--- src/rtl/pred_pkg.sv ---
// Shared types and defaults for the branch predictor table init sequencer.
// BHT encoding constants give callers names for the init values they drive.
package pred_pkg;
    localparam int DEPTH_DEF     = 256;
    localparam int ADDR_W_DEF    = 8;
    localparam int BTB_W_DEF     = 40;
    localparam int DRAIN_CYC_DEF = 4;

    localparam logic [1:0] BHT_STRONG_NT = 2'b00;
    localparam logic [1:0] BHT_WEAK_NT   = 2'b01;
    localparam logic [1:0] BHT_WEAK_T    = 2'b10;
    localparam logic [1:0] BHT_STRONG_T  = 2'b11;

    typedef enum logic [2:0] {
        ST_PREP,
        ST_SWEEP,
        ST_READY,
        ST_RUN,
        ST_DRAIN
    } state_t;
endpackage

--- src/rtl/pred_init_ctrl.sv ---
// Sweeps the BTB/BHT with default values after reset or re-init request and
// only then lets the user run switch through to the PC start enable.
module pred_init_ctrl
    import pred_pkg::*;
#(
    parameter int DEPTH     = DEPTH_DEF,
    parameter int ADDR_W    = ADDR_W_DEF,   // must equal $clog2(DEPTH)
    parameter int BTB_W     = BTB_W_DEF,
    parameter int DRAIN_CYC = DRAIN_CYC_DEF
) (
    input  logic              clk,
    input  logic              rst,
    input  logic              init_req,
    input  logic              start_switch,
    input  logic [1:0]        bht_default,
    input  logic [BTB_W-1:0]  btb_default,
    output logic              tbl_we,
    output logic [ADDR_W-1:0] tbl_addr,
    output logic [1:0]        bht_init,
    output logic [BTB_W-1:0]  btb_init,
    output logic              fetch_en,
    output logic              busy,
    output logic              ready
);
    localparam int DCNT_W = (DRAIN_CYC > 1) ? $clog2(DRAIN_CYC) : 1;
    localparam logic [ADDR_W-1:0] LAST_ADDR  = ADDR_W'(DEPTH - 1);
    localparam logic [DCNT_W-1:0] LAST_DRAIN = DCNT_W'(DRAIN_CYC - 1);

    state_t             r_state, w_state_nxt;
    logic [ADDR_W-1:0]  r_cnt, w_cnt_nxt;
    logic [DCNT_W-1:0]  r_dcnt, w_dcnt_nxt;
    logic [1:0]         r_bht;
    logic [BTB_W-1:0]   r_btb;
    logic               w_latch;

    always_ff @(posedge clk or posedge rst) begin
        if (rst) begin
            r_state <= ST_PREP;
            r_cnt   <= '0;
            r_dcnt  <= '0;
            r_bht   <= '0;
            r_btb   <= '0;
        end else begin
            r_state <= w_state_nxt;
            r_cnt   <= w_cnt_nxt;
            r_dcnt  <= w_dcnt_nxt;
            if (w_latch) begin
                r_bht <= bht_default;
                r_btb <= btb_default;
            end
        end
    end

    // Counters default to zero so every SWEEP/DRAIN entry starts from 0.
    always_comb begin
        w_state_nxt = r_state;
        w_cnt_nxt   = '0;
        w_dcnt_nxt  = '0;
        w_latch     = 1'b0;
        case (r_state)
            ST_PREP: begin
                w_state_nxt = ST_SWEEP;
                w_latch     = 1'b1;
            end
            ST_SWEEP: begin
                if (init_req) begin
                    w_latch = 1'b1;
                end else if (r_cnt == LAST_ADDR) begin
                    w_state_nxt = ST_READY;
                end else begin
                    w_cnt_nxt = r_cnt + 1'b1;
                end
            end
            ST_READY: begin
                if (init_req) begin
                    w_state_nxt = ST_SWEEP;
                    w_latch     = 1'b1;
                end else if (start_switch) begin
                    w_state_nxt = ST_RUN;
                end
            end
            ST_RUN: begin
                if (init_req) begin
                    w_state_nxt = ST_DRAIN;
                end else if (!start_switch) begin
                    w_state_nxt = ST_READY;
                end
            end
            ST_DRAIN: begin
                if (r_dcnt == LAST_DRAIN) begin
                    w_state_nxt = ST_SWEEP;
                    w_latch     = 1'b1;
                end else begin
                    w_dcnt_nxt = r_dcnt + 1'b1;
                end
            end
            default: w_state_nxt = ST_PREP;
        endcase
    end

    // Outputs decode purely from registered state so reset drops them at once.
    assign tbl_we   = (r_state == ST_SWEEP);
    assign tbl_addr = tbl_we ? r_cnt : '0;
    assign bht_init = tbl_we ? r_bht : '0;
    assign btb_init = tbl_we ? r_btb : '0;
    assign fetch_en = (r_state == ST_RUN);
    assign busy     = (r_state == ST_PREP) || (r_state == ST_SWEEP) || (r_state == ST_DRAIN);
    assign ready    = (r_state == ST_READY) || (r_state == ST_RUN);
endmodule
--- config.mk ---
export PLATFORM = sky130hd
export DESIGN_NAME = pred_init_ctrl
export DESIGN_NICKNAME = d
export VERILOG_FILES = /design/src/rtl/pred_pkg.sv /design/src/rtl/pred_init_ctrl.sv
export SDC_FILE = /design/constraint.sdc
export NUM_CORES = 1
export LEC_CHECK = 0
export BUFFER_PORTS_ARGS = -buffer_cell sky130_fd_sc_hd__buf_2
export CAP_MARGIN = 20
export CORE_MARGIN = 3
export CORE_UTILIZATION = 30
export CTS_CLUSTER_DIAMETER = 60
export DETAILED_ROUTE_END_ITERATION = 16
export SYNTH_ARGS = -nofsm -noshare
export SYNTH_HDL_FRONTEND = slang
export SYNTH_SLANG_ARGS = --single-unit
export TNS_END_PERCENT = 100
--- constraint.sdc ---
create_clock -name clk -period 2.1 [get_ports clk]
set_clock_uncertainty 0.1 [all_clocks]
set_input_delay 0.105 -clock clk [delete_from_list [all_inputs] [get_ports clk]]
set_output_delay 0.105 -clock clk [all_outputs]
set_load 0.005 [all_outputs]
-- Word level (Yosys, flattened, before mapping)
Cells that the tools add are included.
- add/subtract/negate cells: 2
- eq/ne operators: 11
- muxes and demuxes: 19
- reduce and logical (&&, ||, !) cells: 6
- operator list (operator ; number):
    two-way mux 40 bit ; 1
    two-way mux 8 bit ; 4
    two-way mux 3 bit ; 7
    case mux 3 bit (5 select lines) ; 1
    adder 8 x 1 -> 8 bit, second input constant ; 1
    equality test 8 bit, second input constant ; 1
    equality test 3 x 2 -> 1 bit, second input constant ; 2
    two-way mux 2 bit ; 3
    inequality test 3 bit, second input constant ; 2
    AND reduction 5 bit ; 1
    inequality test 2 bit, second input constant ; 2
    equality test 3 x 1 -> 1 bit, second input constant ; 1
    equality test 3 bit, second input constant ; 1
    logical NOT 3 bit ; 1
    logical OR 1 bit ; 3
    case mux 1 bit (3 select lines) ; 1
    adder 2 x 1 -> 2 bit, second input constant ; 1
    equality test 2 bit, second input constant ; 1
    two-way mux 1 bit ; 2
    inequality test 2 x 1 -> 1 bit, second input constant ; 1
    OR reduction 2 bit ; 1
- flip-flop bits (word level): 55
- output and inout bits: 54

-- Depth between registers and ports, before layout
- word-level depth: 4
- mapped depth: 6
- depth with buffers taken out: 4

-- Least setup slack after synthesis
OpenSTA, ideal clock, no wires.
- path type: register -> register
- from: register r_cnt[0]
- to: register r_state[1]
- library setup time: 77 ps
- arrival: 1343 ps
- required time: 1923 ps
- path slack: 580 ps
- cell stages (with the launch flop): 5
- path buffers: 0
- cells stage by stage: dfrtp_1 ha_1 nand3_2 or4_1 a21oi_1
- word-level cells in the longest chain between the ends: 3
- ends and longest elaborated chain (what ; line ; text):
    from (decl) ; pred_init_ctrl.sv:30 ; logic [ADDR_W-1:0] r_cnt, w_cnt_nxt;
    from (signal assigned) ; pred_init_ctrl.sv:45 ; r_cnt <= w_cnt_nxt;
    equality test 8 bit ; pred_init_ctrl.sv:68 ; end else if (r_cnt == LAST_ADDR) begin
    inequality test 2 x 1 -> 1 bit (no source line) ; - ;
    AND reduction 5 bit (no source line) ; - ;
    to (signal assigned) ; pred_init_ctrl.sv:44 ; r_state <= w_state_nxt;
    to (decl) ; pred_init_ctrl.sv:29 ; state_t r_state, w_state_nxt;
Every way passes these cells.
A chain may end at the register's enable or synchronous reset.

-- Final worst setup path
- from: register r_state[1]
- to: output port bht_init[0]
- word-level cells in the longest chain between the ends: 2
- ends and longest elaborated chain (what ; line ; text):
    equality test 3 x 1 -> 1 bit ; pred_init_ctrl.sv:102 ; assign tbl_we = (r_state == ST_SWEEP);
    two-way mux 2 bit ; pred_init_ctrl.sv:104 ; assign bht_init = tbl_we ? r_bht : '0;
    to (decl) ; pred_init_ctrl.sv:19 ; output logic [1:0] bht_init,
Every way passes these cells.

==> flow_summary.toml <==
[setup_path]
start_kind = "flop"
crit_required_ns = 1.89
cp-end-kind = "primary output"
worst-setup-path-type = "flop to primary output"
critPathMaxFanout = 20
crit_arrival_ns = 1.81

[floorplan]
floorplan.io_pins = 100
core-area_mm2 = 0.0109
core.rowCount = 38
die_area_mm2 = 0.0125
chipHeight_um = 112
floorplan.initialDensity_pct = 30.9
floorplan.die.width_um = 112

[grt]
grtUsageMet1_pct = 21.0
globalRouteTotalUtil_pct = 15.4
globalRoute.busiestLayer = "met2"
globalRouteMet2Util_pct = 24.9
grt_antenna_before_repair = 0
global_route.usage.met3_pct = 3.21
largest_net_degree_at_the_start_of_global_routing = 47
overflow = 0
wire_length_of_the_first_global_routing_pass_um = 16100
first_global_vias = 3330

[sta]
final-hold-violation-count = 0
final_max_slew_viol_count = 0
unrepaired_setup_endpoints_after_global_routing = "yes"
worst_pin_slew_ns = 0.589
achievable_clock_frequency_mhz = 497
final.setup.tns_ns = 0
fin_crit_ns = 2.01
setup-violations-final = 0
timing.final.crit_share_pct = 95.9
max_slew_margin_pct = 60.7

[logic_synthesis]
postSynth.topFlopCell = "dfrtp_1"
synthesis.yosys.warnings = 0
synth_compound_area_share_pct = 19.1
synth_enable_flop_cells = 0
synth_sequential_area_ratio_pct = 40.9
synth_top_family_by_area = "simple AND/OR/NAND/NOR gates"
synth-seq-cells = 55
async_sr_flop_fraction_pct = 100
synth_fp_nets = 453
synth_top_cells_by_area = "dfrtp_1 41%, nand2_1 9.7%, o211ai_1 9.6%"
synth.cell_area_mm2 = 0.00336
cell_accounting_for_the_most_synthesized_area = "dfrtp_1"
synth-xor-area-share_pct = 0.521
netlist-cell-type-count = 40
yosysTopAreaCellShare_pct = 40.9
syn-instance-count = 405
synthMuxAreaShare_pct = 0
post_synth_fa_ha_maj_area_fraction_pct = 0.744
yosys.area_share.simple_pct = 32.3
post_synth.cell_area_avg_um2 = 8.30

[detailed_routing]
dr.pass1.iters = 4
route.detailed.vias_per_inst = 4.90
first_iter_violations = 201
final_wl_um = 9760
antenna_left = 0
drc = 0
avgRoutedWirePerCell_um = 14.5
via_count = 3296

[finish]
design.final.nets = 579
layout.cells.most_common = "buf_2"
share_of_cells_above_drive_strength_1_pct = 24.2
count_of_inserted_antenna_diode_cells = 0
mostFrequentLayoutCells = "99 x buf_2, 87 x nand2_1, 54 x dfrtp_1"
stdcell_count = 672
area_delta_synth_final_pct = 33.8

[placement]
hpwlAfterDp_um = 6020
globalplace.congestion = 0.745
total_placed_cells_including_tap_cells = 620
place.port_buffers = 99

[clocking]
setup_repair_bufs_after_cts = 0
tritoncts = "done"
clkLatencyLatePin_ns = 0.30
clk_pin_slew_worst_paths_ns = 0.10
clock-root-buffer = "clkbuf_8"
clkSinkCount = 55
tritoncts.num_buffers = 5
clock_tree.htree_level_count = 2
cts.path.max_buffers = 2

[power_and_ir_drop]
ir_drop_uv = 315
total_switching_power_uw = 606
leakage_nw = 2.04
share_clk_of_total_power_pct = 28.9
p_int_mw = 1.69
switching_share_pct = 26.4
power_density_mw_per_mm2 = 510
power_frac_comb_pct = 19.7
seq_power_share_pct = 51.4

[hold_path]
hold_path.class = "primary input to flop"

[run]
timing.max_cap.violations = 0

[status]
status = "completed"
## per-layer routing
metal / up-vias / routed length [µm] / part of all wire (%)
li1: 1598 / - / -
met2: 99 / 4460 / 46
met5: - / 0 / 0
met4: 0 / 106 / 1.1
met3: 11 / 484 / 5.0
met1: 1588 / 4710 / 48
## worst paths after layout
kind	start	endpoint	slack (ns)	depth (start not counted)
setup / recovery	r_state[1]	bht_init[0]	0.09	5
hold / removal	start_switch	r_state[0]	0.17	4
setup reg to reg	r_cnt[0]	r_state[1]	0.40	4
hold reg to reg	r_dcnt[0]	r_dcnt[0]	0.34	1
max in group asynchronous	rst	r_state[2]	1.03	4
min in group asynchronous	rst	r_btb[10]	0.28	3
## cells in the mapped netlist, drive strengths merged, types with 4 or more instances
master  count
nor2b      36
clkbuf     22
and2       50
nand2      87
buf        13
a21oi       4
inv         6
o21ai      46
o211ai     43
and2b       6
dfrtp      55
nor2        9
## flip-flops by register name, summed over array words and instances, names as in the netlist
name / cells
r_dcnt: 2
r_state: 3
r_bht: 2
r_btb: 40
r_cnt: 8
## cells by family after synthesis
family / after synthesis
AO/OA/AOI/OAI: 100
flip-flops: 55
adder cells (fa/ha/maj): 2
AND/OR/NAND/NOR: 205
XOR/XNOR: 2
buffers and inverters: 41
## critical path, stage by stage (launching register included)
cell and delay [ns]:
dfrtp_1 0.50, buf_4 0.21, nor3b_4 0.23, buf_4 0.25, and2_1 0.18, buf_2 0.13
## per-stage QoR
stage	power [mW]	hold slack [ns]	util (%)	setup slack [ns]	cell area [µm²]
5_1_grt	2.42	0.187	41.3	-0.0363	4500
3_3_place_gp	1.58	0.0824	36.2	0.182	3940
2_1_floorplan	1.41	0.0681	-	0.552	3360
4_1_cts	2.32	0.164	41.2	0.0338	4490
6_report	2.29	0.170	41.3	0.0870	4500
3_5_place_dp	1.59	0.102	36.2	0.103	3940
## power by group through the flow
| stage | combinational, mW | clock, mW | sequential, mW |
|---|---|---|---|
| after floorplan | 0.225 | 0 | 1.18 |
| after global placement | 0.381 | 0 | 1.20 |
| after detailed placement | 0.391 | 0 | 1.20 |
| after CTS | 0.457 | 0.688 | 1.18 |
| after global routing | 0.511 | 0.714 | 1.19 |
| final | 0.452 | 0.663 | 1.18 |
## cell type report
| cell class | instances | area, µm² |
|---|---|---|
| clock buffer | 7 | 96.3 |
| multi-input combinational | 309 | 1780 |
| sequential | 55 | 1380 |
| tap | 140 | 175 |
| fill | 1079 | 6390 |
| timing repair buffer | 154 | 1030 |
| inverter | 6 | 22.5 |
| clock inverter | 1 | 7.51 |
## repair_timing
action                     4_1_cts  5_1_grt
gates resized for setup          0        2
setup endpoints to repair        0       64
hold buffers                    44        0
hold endpoints to repair        66        0
(Power assumes the default switching activity.)
